<file path="src/rtl/icb_slave_stim_gen_if.sv">
// ICB command/response bundle between a bus master and the stimulus slave.
interface icb_slave_stim_gen_if #(
   parameter int unsigned AW = 32,
   parameter int unsigned DW = 32
) ();
   logic          icb_cmd_valid;
   logic          icb_cmd_ready;
   logic [AW-1:0] icb_cmd_addr;
   logic          icb_cmd_read;
   logic          icb_cmd_excl;
   logic          icb_rsp_valid;
   logic          icb_rsp_ready;
   logic          icb_rsp_err;
   logic          icb_rsp_excl_ok;
   logic [DW-1:0] icb_rsp_rdata;

   modport master (
      output icb_cmd_valid, icb_cmd_addr, icb_cmd_read, icb_cmd_excl, icb_rsp_ready,
      input  icb_cmd_ready, icb_rsp_valid, icb_rsp_err, icb_rsp_excl_ok, icb_rsp_rdata
   );

   modport slave (
      input  icb_cmd_valid, icb_cmd_addr, icb_cmd_read, icb_cmd_excl, icb_rsp_ready,
      output icb_cmd_ready, icb_rsp_valid, icb_rsp_err, icb_rsp_excl_ok, icb_rsp_rdata
   );
endinterface

</file>
<file path="src/rtl/icb_slave_stim_gen.sv">
// ICB slave responder: queued in-order responses after cfg_lat, optional LFSR back-pressure.
// Define ICB_STIM_ERR_INJ_EN to add address-matched error injection (cfg_err_base/cfg_err_mask).
module icb_slave_stim_gen #(
   parameter int unsigned AW         = 32,
   parameter int unsigned DW         = 32,
   parameter int unsigned OUTS_DEPTH = 4,
   parameter int unsigned LAT_W      = 4,
   parameter logic [15:0] LFSR_SEED  = 16'hACE1,
   parameter logic [31:0] DATA_SEED  = 32'h5A5A_0000
) (
   input  logic                 clk,
   input  logic                 rst_n,
   input  logic [LAT_W-1:0]     cfg_lat,
   input  logic                 cfg_rand_bp,
`ifdef ICB_STIM_ERR_INJ_EN
   input  logic [AW-1:0]        cfg_err_base,
   input  logic [AW-1:0]        cfg_err_mask,
`endif
   icb_slave_stim_gen_if.slave  icb,
   output logic [15:0]          cmd_cnt,
   output logic [15:0]          rsp_cnt
);
   localparam int unsigned IW  = $clog2(OUTS_DEPTH);
   localparam int unsigned PW  = IW + 1;
   localparam int unsigned REP = (DW + 31) / 32;

   typedef struct packed {
      logic [AW-1:0] addr;
      logic          read;
      logic          excl;
      logic          err;
   } entry_t;

   entry_t            mem_q [OUTS_DEPTH];
   entry_t            mem_d [OUTS_DEPTH];
   logic [PW-1:0]     wptr_q, wptr_d, rptr_q, rptr_d;
   logic [LAT_W-1:0]  cnt_q, cnt_d;
   logic              hold_q, hold_d;
   logic [15:0]       lfsr_q, lfsr_d;
   logic [15:0]       cmd_cnt_q, cmd_cnt_d, rsp_cnt_q, rsp_cnt_d;

   logic              empty, full, bp_ok, push, pop, rsp_valid;
   entry_t            head, new_ent;
   logic [31:0]       rd_word;
   logic [REP*32-1:0] rd_rep;

   always_comb begin
      empty     = (wptr_q == rptr_q);
      full      = (wptr_q[PW-1] != rptr_q[PW-1]) && (wptr_q[IW-1:0] == rptr_q[IW-1:0]);
      bp_ok     = !cfg_rand_bp || (lfsr_q[1:0] != 2'b00);
      head      = mem_q[rptr_q[IW-1:0]];
      // hold_q keeps a presented response up even if cfg_lat is raised underneath it
      rsp_valid = !empty && (hold_q || (cnt_q >= cfg_lat));

      icb.icb_cmd_ready = rst_n && !full && bp_ok;
      push = icb.icb_cmd_valid && icb.icb_cmd_ready;
      pop  = rsp_valid && icb.icb_rsp_ready;

      new_ent.addr = icb.icb_cmd_addr;
      new_ent.read = icb.icb_cmd_read;
      new_ent.excl = icb.icb_cmd_excl;
`ifdef ICB_STIM_ERR_INJ_EN
      new_ent.err  = ((icb.icb_cmd_addr & cfg_err_mask) == (cfg_err_base & cfg_err_mask));
`else
      new_ent.err  = 1'b0;
`endif

      rd_word = 32'(head.addr) ^ DATA_SEED;
      rd_rep  = {REP{rd_word}};

      icb.icb_rsp_valid   = rsp_valid;
      icb.icb_rsp_err     = rsp_valid && head.err;
      icb.icb_rsp_excl_ok = rsp_valid && head.excl && head.read && !head.err;
      icb.icb_rsp_rdata   = (rsp_valid && head.read && !head.err) ? rd_rep[DW-1:0] : '0;

      cmd_cnt = cmd_cnt_q;
      rsp_cnt = rsp_cnt_q;
   end

   always_comb begin
      mem_d = mem_q;
      if (push) mem_d[wptr_q[IW-1:0]] = new_ent;
      wptr_d = wptr_q + (push ? PW'(1) : '0);
      rptr_d = rptr_q + (pop  ? PW'(1) : '0);

      cnt_d = cnt_q;
      if (pop)                             cnt_d = '0;
      else if (!empty && (cnt_q < cfg_lat)) cnt_d = cnt_q + LAT_W'(1);

      hold_d    = rsp_valid && !icb.icb_rsp_ready;
      lfsr_d    = {lfsr_q[0] ^ lfsr_q[2] ^ lfsr_q[3] ^ lfsr_q[5], lfsr_q[15:1]};
      cmd_cnt_d = cmd_cnt_q + (push ? 16'd1 : 16'd0);
      rsp_cnt_d = rsp_cnt_q + (pop  ? 16'd1 : 16'd0);
   end

   always_ff @(posedge clk or negedge rst_n) begin
      if (!rst_n) begin
         mem_q     <= '{default: '0};
         wptr_q    <= '0;
         rptr_q    <= '0;
         cnt_q     <= '0;
         hold_q    <= 1'b0;
         lfsr_q    <= LFSR_SEED;
         cmd_cnt_q <= '0;
         rsp_cnt_q <= '0;
      end else begin
         mem_q     <= mem_d;
         wptr_q    <= wptr_d;
         rptr_q    <= rptr_d;
         cnt_q     <= cnt_d;
         hold_q    <= hold_d;
         lfsr_q    <= lfsr_d;
         cmd_cnt_q <= cmd_cnt_d;
         rsp_cnt_q <= rsp_cnt_d;
      end
   end
endmodule

</file>
<file path="src/flat_wrapper.sv">
// flat-port wrapper written by rule: the top's interface ports become plain ports
module icb_slave_stim_gen_flat 
#(
   parameter int unsigned AW         = 32,
   parameter int unsigned DW         = 32,
   parameter int unsigned OUTS_DEPTH = 4,
   parameter int unsigned LAT_W      = 4,
   parameter logic [15:0] LFSR_SEED  = 16'hACE1,
   parameter logic [31:0] DATA_SEED  = 32'h5A5A_0000
)
  (clk, rst_n, cfg_lat, cfg_rand_bp, cmd_cnt, rsp_cnt, icb_icb_cmd_valid, icb_icb_cmd_addr, icb_icb_cmd_read, icb_icb_cmd_excl, icb_icb_rsp_ready, icb_icb_cmd_ready, icb_icb_rsp_valid, icb_icb_rsp_err, icb_icb_rsp_excl_ok, icb_icb_rsp_rdata);
  icb_slave_stim_gen_if #(.AW(AW), .DW(DW)) icb_i ();
  input  logic clk;
  input  logic rst_n;
  input  logic [LAT_W-1:0] cfg_lat;
  input  logic cfg_rand_bp;
  output logic [15:0] cmd_cnt;
  output logic [15:0] rsp_cnt;
  input wire logic [$bits(icb_i.icb_cmd_valid)-1:0] icb_icb_cmd_valid;
  input wire logic [$bits(icb_i.icb_cmd_addr)-1:0] icb_icb_cmd_addr;
  input wire logic [$bits(icb_i.icb_cmd_read)-1:0] icb_icb_cmd_read;
  input wire logic [$bits(icb_i.icb_cmd_excl)-1:0] icb_icb_cmd_excl;
  input wire logic [$bits(icb_i.icb_rsp_ready)-1:0] icb_icb_rsp_ready;
  output wire logic [$bits(icb_i.icb_cmd_ready)-1:0] icb_icb_cmd_ready;
  output wire logic [$bits(icb_i.icb_rsp_valid)-1:0] icb_icb_rsp_valid;
  output wire logic [$bits(icb_i.icb_rsp_err)-1:0] icb_icb_rsp_err;
  output wire logic [$bits(icb_i.icb_rsp_excl_ok)-1:0] icb_icb_rsp_excl_ok;
  output wire logic [$bits(icb_i.icb_rsp_rdata)-1:0] icb_icb_rsp_rdata;
  assign icb_i.icb_cmd_valid = icb_icb_cmd_valid;
  assign icb_i.icb_cmd_addr = icb_icb_cmd_addr;
  assign icb_i.icb_cmd_read = icb_icb_cmd_read;
  assign icb_i.icb_cmd_excl = icb_icb_cmd_excl;
  assign icb_i.icb_rsp_ready = icb_icb_rsp_ready;
  assign icb_icb_cmd_ready = icb_i.icb_cmd_ready;
  assign icb_icb_rsp_valid = icb_i.icb_rsp_valid;
  assign icb_icb_rsp_err = icb_i.icb_rsp_err;
  assign icb_icb_rsp_excl_ok = icb_i.icb_rsp_excl_ok;
  assign icb_icb_rsp_rdata = icb_i.icb_rsp_rdata;
  icb_slave_stim_gen #(.AW(AW), .DW(DW), .OUTS_DEPTH(OUTS_DEPTH), .LAT_W(LAT_W), .LFSR_SEED(LFSR_SEED), .DATA_SEED(DATA_SEED)) u_core (.clk(clk), .rst_n(rst_n), .cfg_lat(cfg_lat), .cfg_rand_bp(cfg_rand_bp), .icb(icb_i), .cmd_cnt(cmd_cnt), .rsp_cnt(rsp_cnt));
endmodule
</file>
<file path="config.mk">
export PLATFORM = sky130hd
export DESIGN_NAME = icb_slave_stim_gen_flat
export DESIGN_NICKNAME = d
export VERILOG_FILES = /design/src/rtl/icb_slave_stim_gen_if.sv /design/src/rtl/icb_slave_stim_gen.sv /design/src/flat_wrapper.sv
export SDC_FILE = /design/constraint.sdc
export NUM_CORES = 1
export LEC_CHECK = 0
export BUFFER_PORTS_ARGS = -buffer_cell sky130_fd_sc_hd__clkbuf_2
export CAP_MARGIN = 0
export CORE_ASPECT_RATIO = 1.5
export CORE_MARGIN = 3
export CORE_UTILIZATION = 43
export DETAILED_ROUTE_END_ITERATION = 10
export PLACE_DENSITY = 0.6
export SYNTH_ARGS = -nofsm -noshare
export SYNTH_HDL_FRONTEND = slang
export SYNTH_SLANG_ARGS = --single-unit
</file>
<file path="constraint.sdc">
create_clock -name clk -period 9 [get_ports clk]
set_clock_uncertainty 0.15 [all_clocks]
set_input_delay 0.9 -clock clk [delete_from_list [all_inputs] [get_ports clk]]
set_output_delay 0.9 -clock clk [all_outputs]
set_load 0.01 [all_outputs]
</file>
Word-level counts from Yosys, hierarchy flattened
Index checks and enable logic that the tools add are counted.

Flip-flop bits (word level): 199. Input bits: 43. Output and inout port bits: 68. Word-level logic and storage cells: 79.

$add $sub $neg: 5. Magnitude comparators: 5. Equal/unequal tests: 3. Multiplexer cells: 13. Bitwise operators: 6. Reductions and logical operators: 24.

Operators with widths (count): bitwise mux 140 bit (1); two-way mux 35 bit (3); binary-select mux 35 bit (select 2 bit) (1); demux 35 bit (select 2 bit) (1); adder 16 bit (2); two-way mux 32 bit (1); logical AND 1 bit (15); two-way mux 4 bit (2); inverter 8 bit (1); adder 3 bit (2); greater-or-equal comparator 3 bit (second input constant) (2); inverter 2 -> 3 bit (2); zero test 1 bit (5); adder 4 x 1 -> 4 bit (second input constant) (1); greater-or-equal comparator 4 bit (1); < comparator 4 bit (1); two-way mux 1 bit (4); nonzero test 2 bit (2); equality test 3 bit (1); < comparator 3 x 1 -> 1 bit (second input constant) (1); bitwise XOR 1 bit (3); equality test 2 bit (1); logical OR 1 bit (2); inequality test 1 bit (1).

Depth between registers and ports, before layout
Word-level depth: 8. Gate-level depth with buffers: 11. Gate-level depth less buffers: 11.

Worst setup path before layout
No wires, ideal clock.

Kind: input to register. Start: input cfg_lat[1]. End: register u_core.rsp_cnt_q[15] (netlist: u_core.rsp_cnt[15]). Setup time: 124 ps. Arrival time: 3185 ps. Required time: 8726 ps. Setup slack: 5541 ps. Stages on the path: 10. Path buffers: 0. Cells stage by stage: inv_1 -> ha_1 -> nor2b_1 -> o211ai_1 -> a311oi_1 -> ha_1 -> nand2_1 -> nor4_1 -> nand3_1 -> xnor2_1.

Word-level cells in the longest chain between the ends: 6.

RTL lines: from (decl) (line flat_wrapper.sv:15) `input logic [LAT_W-1:0] cfg_lat;`; greater-or-equal comparator 4 bit (line icb_slave_stim_gen.sv:53) `rsp_valid = !empty && (hold_q || (cnt_q >= cfg_lat));`; logical OR 1 bit (line icb_slave_stim_gen.sv:53); logical AND 1 bit (line icb_slave_stim_gen.sv:53); logical AND 1 bit (line icb_slave_stim_gen.sv:57) `pop = rsp_valid && icb.icb_rsp_ready;`; two-way mux 1 bit (line icb_slave_stim_gen.sv:93) `rsp_cnt_d = rsp_cnt_q + (pop ? 16'd1 : 16'd0);`; adder 16 bit (line icb_slave_stim_gen.sv:93); via u_core.rsp_cnt_d[15] (line icb_slave_stim_gen.sv:40) `logic [15:0] cmd_cnt_q, cmd_cnt_d, rsp_cnt_q, rsp_cnt_d;`; to (signal assigned) (line icb_slave_stim_gen.sv:114) `rsp_cnt_q <= rsp_cnt_d;`; to (decl) (line icb_slave_stim_gen.sv:40).

The timed path passes the listed nets, and every way through them passes these cells. A chain may end at the register's enable or synchronous reset.

Worst setup path after layout
Start: register u_core.rptr_q[1]. End: output icb_icb_rsp_rdata[1].

Word-level cells in the longest chain between the ends: 7. Elaborated cells between the ends (all ways): 11. Classes of those cells: eq/ne: 1; mux: 4; bitwise: 1; reduce/logical: 5.

RTL lines: from (decl) (line icb_slave_stim_gen.sv:36) `logic [PW-1:0] wptr_q, wptr_d, rptr_q, rptr_d;`; from (signal assigned) (line icb_slave_stim_gen.sv:109) `rptr_q <= rptr_d;`; inverter 2 -> 3 bit (not written as such) (line icb_slave_stim_gen.sv:51) `head = mem_q[rptr_q[IW-1:0]];`; binary-select mux 35 bit (select 2 bit) (line icb_slave_stim_gen.sv:51); two-way mux 35 bit (not written as such) (2 in a row) (line icb_slave_stim_gen.sv:51); logical AND 1 bit or zero test 1 bit (tied branches) (line icb_slave_stim_gen.sv:74) `icb.icb_rsp_rdata = (rsp_valid && head.read && !head.err) ? rd_rep[DW-1:0] : '0;`; logical AND 1 bit (line icb_slave_stim_gen.sv:74); two-way mux 32 bit * (line icb_slave_stim_gen.sv:74); to (decl) (line flat_wrapper.sv:28) `output wire logic [$bits(icb_i.icb_rsp_rdata)-1:0] icb_icb_rsp_rdata;`.

Every way passes the cells marked *; elsewhere a longest branch is shown, timed or not. The select of a mux whose other input is x is not followed.

==> flow_metrics.py <==
metrics = {
    "grt": {
        "grt-ovfl-total": 0,
        "grt_max_degree": 113,
        "grt_first_pass_wirelength_mm": 30.1,
        "grt_pass1_vias": 5578,
        "grt_util_all_layers": 0.175,
        "antenna_found_initial": 1,
    },
    "floorplanning": {
        "core_area_um2": 19900,
        "initial_core_util": 0.441,
        "dieArea_um2": 22200,
        "rows": 63,
        "die_x_um": 123,
        "die_h_um": 181,
        "io_pins": 111,
    },
    "sta": {
        "tightest_slew_ns": 1.10,
        "slew_viol_final": 0,
        "maxSlewHeadroom": 0.270,
        "rsz0062_at_grt": "false",
        "fmax_ghz": 0.233,
        "finalSetupViolCount": 0,
        "fin_crit_sh": 0.476,
        "min_period_ns": 4.29,
        "hold_violations": 0,
        "tns_ns": 0,
    },
    "yosys": {
        "yosysTopAreaCellShare": 0.534,
        "syn_nets": 632,
        "synth_common_cells": "dfrtp_1, mux2_2, mux4_2",
        "dominantRegCellSynth": "dfrtp_1",
        "synth_top_area_cell": "dfrtp_1",
        "synth_cell_types": 44,
        "synth-seq-cells": 195,
        "netlist_area_um2": 8760,
        "synth_area_leaders": "dfrtp_1, mux2_2, mux4_2",
        "synth_seq_area_share": 0.558,
        "async_reset_ff_frac": 1.00,
        "synth_edf_count": 0,
        "synth_cells": 575,
        "synth.most_common_cell": "dfrtp_1",
        "synth_warnings": 0,
        "avgSynthCellArea_um2": 15.2,
    },
    "pwr": {
        "p_per_area_nw_per_um2": 336,
        "worst_ir_drop_vdd_mv": 0.146,
        "leakagePower_uw": 0.00465,
    },
    "clock_tree": {
        "clock_latency_ns": 0.42,
        "post-cts-setup-buffers": 0,
        "cts_tree": "yes",
        "clkSlewWorstSetupHoldPaths_ns": 0.06,
        "cts_hold_buf": 0,
        "cts_buffers": 17,
        "htreeDepth": 4,
        "cts_resized": 0,
        "clock_path_buffers": 2,
        "numClockSinks": 195,
        "root_buffer": "clkbuf_16",
    },
    "final_layout": {
        "postLayoutCoreUtil": 0.508,
        "fin_area_um2": 10100,
        "nFillCells": 1752,
        "nets": 735,
        "final_layout_size_suffix_gt1_frac": 0.480,
        "diodes": 0,
        "area_growth_syn_to_layout_pct": 15.1,
    },
    "routing": {
        "avgViaCountPerCell": 5.34,
        "drtIter0Drc": 150,
        "antenna_left": 0,
        "avgRoutedWirePerCell_um": 19.4,
        "vias": 5071,
        "wirelength_mm": 18.4,
        "drtPass1Iterations": 5,
        "drc": 0,
    },
    "worst_setup_path": {
        "required_ns": 7.95,
        "crit_family": "flip-flops",
        "rr_worst_depth": 8,
        "cp_slowest_stage_delay_ns": 1.09,
        "r2r_end": "u_core.rsp_cnt[15]",
        "crit_path_max_fanout": 38,
        "rrSetupSlack_ns": 4.98,
        "startpoint": "u_core.rptr_q[1]",
        "endpoint": "icb_icb_rsp_rdata[1]",
        "critPathArrivalTime_ns": 3.24,
        "cp.depth": 5,
        "crit_buf_inv": 1,
        "cp_cell_sequence": "xnor2_1 > and3_1 > a31o_2 > nor3b_1 > clkbuf_2",
        "cp-end-kind": "primary output",
        "path_class": "flop to primary output",
        "startpoint_type": "flop",
        "regToRegStartpoint": "u_core.rptr_q[1]",
        "cpMaxStageDelayCell": "dfrtp_2",
    },
    "placement": {
        "port_buffers": 109,
        "finalWeightedCongestion": 0.739,
        "hpwl_mm": 11.7,
        "place_area_um2": 9510,
    },
    "flow_run": {
        "cap_violations": 0,
    },
    "status": {
        "outcome": "finished, final reports clean",
    },
    "hold_path": {
        "hold_path.class": "flop to flop",
        "holdCritStartpoint": "u_core.lfsr_q[8]",
    },
}
[routing by layer]
metal | part of all wire | up-vias | GRT usage | wire (um)
met5 | 0.00038 | - | 0 | 7
li1 | - | 2289 | - | -
met2 | 0.53 | 96 | 0.302 | 9740
met4 | 0.015 | 2 | 0.0538 | 275
met3 | 0.040 | 20 | 0.0417 | 739
met1 | 0.41 | 2664 | 0.218 | 7620
[power breakdown]
part           internal (uW)  leakage (uW)  switching [uW]
logic                    677       0.00192             512
registers               1220       0.00244             243
clock network            435      0.000283             305
total                   2330       0.00465            1060
[area by class of cell]
cell class	count	area (um^2)	share of cell area
repair buffers	115	599	0.0594
multi-input cells	340	3660	0.363
flip-flops and latches	195	4890	0.485
clock inverters	5	75.1	0.00745
inverters	9	36.3	0.00360
well taps	260	325	0.0323
clock buffers	25	495	0.0491
[worst min-delay path by stage]
stage                             to  slack, ns  cells after the start
detailed placement  u_core.lfsr_q[7]       0.19                      0
global placement    u_core.lfsr_q[3]       0.19                      0
CTS                 u_core.lfsr_q[7]       0.21                      0
floorplan           u_core.lfsr_q[3]       0.18                      0
finish              u_core.lfsr_q[7]       0.20                      0
global route        u_core.lfsr_q[7]       0.21                      0
[stage by stage]
step / setup slack, ns / cells / hold WS (ns) / power [uW]
finish: 4.71 / 949 / 0.204 / 3390
global route: 4.51 / 949 / 0.208 / 3610
CTS: 4.67 / 949 / 0.207 / 3440
detailed placement: 4.91 / 919 / 0.191 / 2690
global placement: 4.96 / 919 / 0.190 / 2620
floorplan: 5.54 / 575 / 0.181 / 2330
[placed cells by master, fill, tap and decap left out, types with 2 or more instances in the layout]
cell and count:
buf_4 6, nor3b_1 25, nor2_1 9, nor4_1 2, mux4_2 33, clkbuf_8 5, clkinv_2 3, dfrtp_1 185
mux2_2 107, clkbuf_2 108, nand4_1 7, dfstp_2 8, a21oi_1 5, dfrtp_2 2, inv_1 8, o31ai_1 4
xnor2_1 21, or4_1 2, nand2_1 12, nor3_1 13, nand3_1 16, mux2_4 30, bufinv_16 2, ha_1 14
clkbuf_16 17, and3_1 5, xor2_1 17, clkbuf_1 4
[flip-flops by register name, indices dropped and copies added (netlist names)]
register	flops
u_core.rptr_q	3
u_core.hold_q	1
u_core.mem_q	136
u_core.lfsr_q	16
u_core.cnt_q	4
u_core.rsp_cnt	16
u_core.cmd_cnt	16
u_core.wptr_q	3
[kinds of logic (layout without fill, tap and decap cells)]
family / after synthesis / after routing / share of synthesized area
other: 1 / 1 / 0.000428
multiplexers: 171 / 171 / 0.275
flip-flops: 195 / 195 / 0.558
AO/OA/AOI/OAI: 17 / 17 / 0.0157
XOR/XNOR: 38 / 38 / 0.0380
buffers and inverters: 40 / 154 / 0.0267
AND/OR/NAND/NOR: 99 / 99 / 0.0660
adder cells (fa/ha/maj): 14 / 14 / 0.0200
[worst reg2reg max path, cell delays in order (launching register included)]
cell	delay [ns]
dfrtp_2	1.09
xnor2_1	0.19
and3_1	0.32
a311oi_1	0.78
ha_1	0.33
nand2_1	0.11
nor4_1	0.60
nand3_1	0.18
xnor2_1	0.16
Power figures use the tool's default switching activity.
